==> config.mk <==
export PLATFORM = sky130hd
export DESIGN_NAME = axil_mem_xorshift64
export DESIGN_NICKNAME = d
export VERILOG_FILES = /design/src/rtl/axil_mem_pkg.sv /design/src/rtl/axil_mem_xorshift64.sv
export SDC_FILE = /design/constraint.sdc
export NUM_CORES = 1
export LEC_CHECK = 0
export CORE_MARGIN = 2
export CORE_UTILIZATION = 30
export CTS_CLUSTER_DIAMETER = 50
export DETAILED_ROUTE_END_ITERATION = 10
export PLACE_DENSITY = 0.5
export SLEW_MARGIN = 10
export SYNTH_ARGS = -nofsm -noshare
export SYNTH_HDL_FRONTEND = slang
export SYNTH_SLANG_ARGS = --single-unit
==> constraint.sdc <==
create_clock -name clk -period 2.3 [get_ports clk]
set_input_delay 0.46 -clock clk [delete_from_list [all_inputs] [get_ports clk]]
set_output_delay 0.46 -clock clk [all_outputs]
set_load 0.03 [all_outputs]
==> src/rtl/axil_mem_pkg.sv <==
// Shared types and constants for the AXI-Lite memory model: response codes,
// FSM state encodings, default register addresses and the address decoder.
package axil_mem_pkg;

  typedef enum logic [1:0] {
    RESP_OKAY   = 2'b00,
    RESP_SLVERR = 2'b10
  } resp_e;

  typedef enum logic [1:0] {
    R_IDLE,
    R_WAIT,
    R_RESP
  } rd_state_e;

  typedef enum logic [1:0] {
    W_IDLE,
    W_WAIT,
    W_RESP
  } wr_state_e;

  typedef enum logic [1:0] {
    REG_MEM,
    REG_CONSOLE,
    REG_PASS,
    REG_OOB
  } region_e;

  localparam logic [31:0] DEF_CONSOLE_ADDR = 32'h1000_0000;
  localparam logic [31:0] DEF_PASS_ADDR    = 32'h2000_0000;
  localparam logic [31:0] DEF_PASS_MAGIC   = 32'd123456789;
  localparam logic [63:0] LFSR_SEED        = 64'd88172645463325252;

  // Register addresses take priority over the out-of-range check.
  function automatic region_e decode(input logic [31:0] addr,
                                     input logic [31:0] console_addr,
                                     input logic [31:0] pass_addr,
                                     input logic [31:0] mem_bytes);
    if (addr == console_addr)   return REG_CONSOLE;
    else if (addr == pass_addr) return REG_PASS;
    else if (addr >= mem_bytes) return REG_OOB;
    else                        return REG_MEM;
  endfunction

endpackage

==> src/rtl/axil_mem_xorshift64.sv <==
// 64-bit xorshift (13/7/17) pseudo-random source; low bits drive stall decisions.
module axil_mem_xorshift64
  import axil_mem_pkg::*;
#(
  parameter int unsigned OUT_W = 5
) (
  input  logic             clk,
  input  logic             resetn,
  input  logic             en,
  output logic [OUT_W-1:0] rnd
);
  logic [63:0] state;
  logic [63:0] nxt;

  always_comb begin
    nxt = state ^ (state << 13);
    nxt = nxt ^ (nxt >> 7);
    nxt = nxt ^ (nxt << 17);
  end

  always_ff @(posedge clk or posedge resetn) begin
    if (resetn)  state <= LFSR_SEED;
    else if (en) state <= nxt;
  end

  assign rnd = state[OUT_W-1:0];
endmodule

== Yosys cells after proc, flatten, opt, wreduce, memory -nomap -nowiden ==
Index checks and enable logic that the tools add are counted.

* Register bits: 64
* Logic and storage cells: 4
* Bits of input ports: 3

* Bitwise operators: 3

{| class="wikitable"
|+ Operators with widths
! operator !! number
|-
| 64-bit bitwise XOR || 2
|-
| 64-bit by 57-bit bitwise XOR with 64-bit output || 1
|}

== Depth between registers and ports, before layout ==
* Depth in word-level cells: 3
* Depth in mapped cells: 5
* Gate-level depth less buffers: 4

== Worst setup path before layout ==
OpenSTA, ideal clock, no wires.

* Path type: register -> register
* Start point: register state[24]
* End point: register state[47]
* Setup slack: 0.504 ns
* Library setup time: 0.124 ns
* Stages on the path, launching flop included: 6
* Data required time: 2.176 ns
* Period minus slack after synthesis: 1.796 ns
* Data arrival time: 1.672 ns
* Cells stage by stage: dfstp_2 buf_4 xor3_2 xnor3_1 nand2b_1 xnor2_1

* Cells in the longest elaborated chain, start to end: 3

{| class="wikitable"
|+ RTL lines
! item !! line !! source
|-
| start: declaration || axil_mem_xorshift64.sv:12 || <nowiki>logic [63:0] state;</nowiki>
|-
| start signal: assignment || axil_mem_xorshift64.sv:23 || <nowiki>else if (en) state <= nxt;</nowiki>
|-
| 64-bit bitwise XOR || axil_mem_xorshift64.sv:16 || <nowiki>nxt = state ^ (state << 13);</nowiki>
|-
| 64-bit by 57-bit bitwise XOR with 64-bit output || axil_mem_xorshift64.sv:17 || <nowiki>nxt = nxt ^ (nxt >> 7);</nowiki>
|-
| 64-bit bitwise XOR || axil_mem_xorshift64.sv:18 || <nowiki>nxt = nxt ^ (nxt << 17);</nowiki>
|}

No other way between the ends.
A chain may end at the register's enable or synchronous reset.

== Worst setup path in the final report ==
* Start point: register state[2]
* End point: output port rnd[2]

{| class="wikitable"
|+ RTL lines
! item !! line !! source
|-
| end: declaration || axil_mem_xorshift64.sv:10 || <nowiki>output logic [OUT_W-1:0] rnd</nowiki>
|}

No word-level cell between the ends.

==> impl_metrics.json <==
{
  "period_minus_slack_ns": 2.085,
  "synth_nets": 382,
  "fmax_mhz": 479.5,
  "io_pins": 8,
  "drc_errors": 0,
  "ctsResizeCount": 0,
  "rsz0062_at_grt": "no",
  "critPathLaunchType": "flop",
  "post-cts-setup-buffers": 0,
  "crit_path_max_fanout": 4,
  "crit_family": "buffers and inverters",
  "status": "completed",
  "fp.dieArea_mm2": 0.01697,
  "crit_required_ns": 1.84,
  "syn_inst": 379,
  "clk_pin_slew_worst_paths_ns": 0.05,
  "synth-seq-cells": 64,
  "firstDrtPassIters": 4,
  "pre_cts_ws_ns": 0.4640,
  "clockRootBuffer": "clkbuf_16",
  "finalClockSkew_ns": 0.008289,
  "port_buffers": 7,
  "hpwlAfterDp_mm": 6.420,
  "clkLatencyLatePin_ns": 0.34,
  "ys_warn_count": 0,
  "cap_violations": 0,
  "critPathMaxStageDelay_ns": 0.69,
  "timing.final.ws_setup_ns": 0.2146,
  "vias": 2337,
  "top_register": "state",
  "numCtsBuffers": 9,
  "cts_tree": "yes",
  "finalSetupViolCount": 0,
  "grt_start_max_net_pins": 34,
  "largest_reg_flops": 64,
  "reg2reg_depth": 4,
  "grt_pass1_vias": 2597,
  "yosysSeqAreaShare_pct": 34.25,
  "tns_ns": 0,
  "fin_area_mm2": 0.005299,
  "fillers": 1527,
  "cts.sinks": 64,
  "worst_slew_pin_slew_ns": 0.5429,
  "antenna_left": 0,
  "synth.cell_area_mm2": 0.004782,
  "grt-ovfl-total": 0,
  "placed_area_mm2": 0.004974,
  "postRouteWirelength_mm": 8.895,
  "die_y_um": 130.3,
  "syn2layout_area_growth_pct": 10.81,
  "final_common_cell": "xnor2_1",
  "synth_cell_type_count": 22,
  "cts_hold_buf": 0,
  "grt_use_total_pct": 12.05,
  "cp.arrival_ns": 1.63,
  "crit_path_end_kind": "output port",
  "initial_core_util_pct": 30.43,
  "hold_viol": 0,
  "antennaDiodeCount": 0,
  "crit_chain": "clkdlybuf4s50_1",
  "worst-path-buf-inv": 1,
  "first_iter_violations": 109,
  "fin_nets": 361,
  "place_congestion": 0.7029,
  "avgSynthCellArea_um2": 12.62,
  "layout-drive-gt1-share_pct": 17.08,
  "cts_buffer_depth": 2,
  "rows": 46,
  "cp.depth": 1,
  "drv_slew": 0,
  "antenna_found_initial": 0,
  "die_w_um": 130.3,
  "hold_class": "input port to asynchronous set/reset pin",
  "final_cell_mix": "xnor2_1, nand2_1, xnor3_1",
  "slew_headroom_pct": 63.55,
  "top_regs": "state: 64 flops",
  "via_per_inst": 4.036,
  "holdWs_ns": 0.3807,
  "wl_per_cell_um": 15.36,
  "slowest_stage": "clkdlybuf4s50_1",
  "period_share_pct": 90.67,
  "core_area_mm2": 0.01571,
  "grt_pass1_wl_mm": 14.92,
  "crit_type": "flop to output port",
  "htreeDepth": 3
}
==> layout make-up <==
class                           instances  area [µm²]  area share (%)
Clock buffer                           13       260.3           4.911
Sequential cell                        64        1638           30.91
Tap cell                              216       270.3           5.100
Multi-Input combinational cell        267        2899           54.71
Timing Repair Buffer                   15       162.7           3.070
Clock inverter                          3       65.06           1.228
Inverter                                1       3.754         0.07084
==> routing by layer <==
layer	part of all wire (%)	GRT usage (%)	up-vias	wire length, µm
met5	0	0	-	0
met4	1.3	3.605	0	113
met3	3.7	4.551	6	326
met2	46	18.76	23	4107
met1	49	15.68	1178	4347
li1	-	-	1130	-
==> cells in the mapped netlist <==
library cell	instances	area, µm²
a21oi_1	4	20.02
buf_1	5	18.77
buf_2	18	90.09
buf_4	7	52.55
buf_6	2	22.52
clkbuf_1	14	52.55
clkbuf_2	1	5.000
dfrtp_1	35	875.8
dfstp_2	29	762.0
inv_1	1	3.750
mux2_2	2	22.52
mux2i_1	1	10.01
nand2_1	47	176.4
nand2b_1	9	56.30
nor2_1	4	15.01
nor2b_1	3	18.77
xnor2_1	107	937.2
xnor2_2	3	48.80
xnor3_1	47	1059
xor2_1	28	245.2
xor3_1	8	190.2
xor3_2	4	100.1
==> per-stage QoR <==
stage                     instances  utilization [%]
final                           579            33.72
after global routing            579            33.72
after CTS                       579            33.72
after detailed placement        563            31.65
after global placement          563            31.65
after floorplan                 379                -
==> final timing paths <==
check | startpoint | to | slack, ns
hold / removal | resetn | state[49] | 0.38
setup reg to reg | state[19] | state[49] | 0.46
hold reg to reg | state[59] | state[59] | 0.48
setup / recovery | state[2] | rnd[2] | 0.21
max in group asynchronous | resetn | state[20] | 1.35
min in group clk | state[59] | state[59] | 0.48
==> kinds of logic (layout without fill, tap and decap cells) <==
group | count (synthesis) | in the layout | synth area share, %
compound gates | 4 | 4 | 0.4186
flops | 64 | 64 | 34.25
simple gates | 63 | 63 | 5.573
xor+xnor | 197 | 197 | 53.95
buf+inv | 48 | 32 | 5.128
mux | 3 | 3 | 0.6802
Power is not shown: default switching activity piles up to over one toggle a cycle in this logic, so the estimate is an artifact.
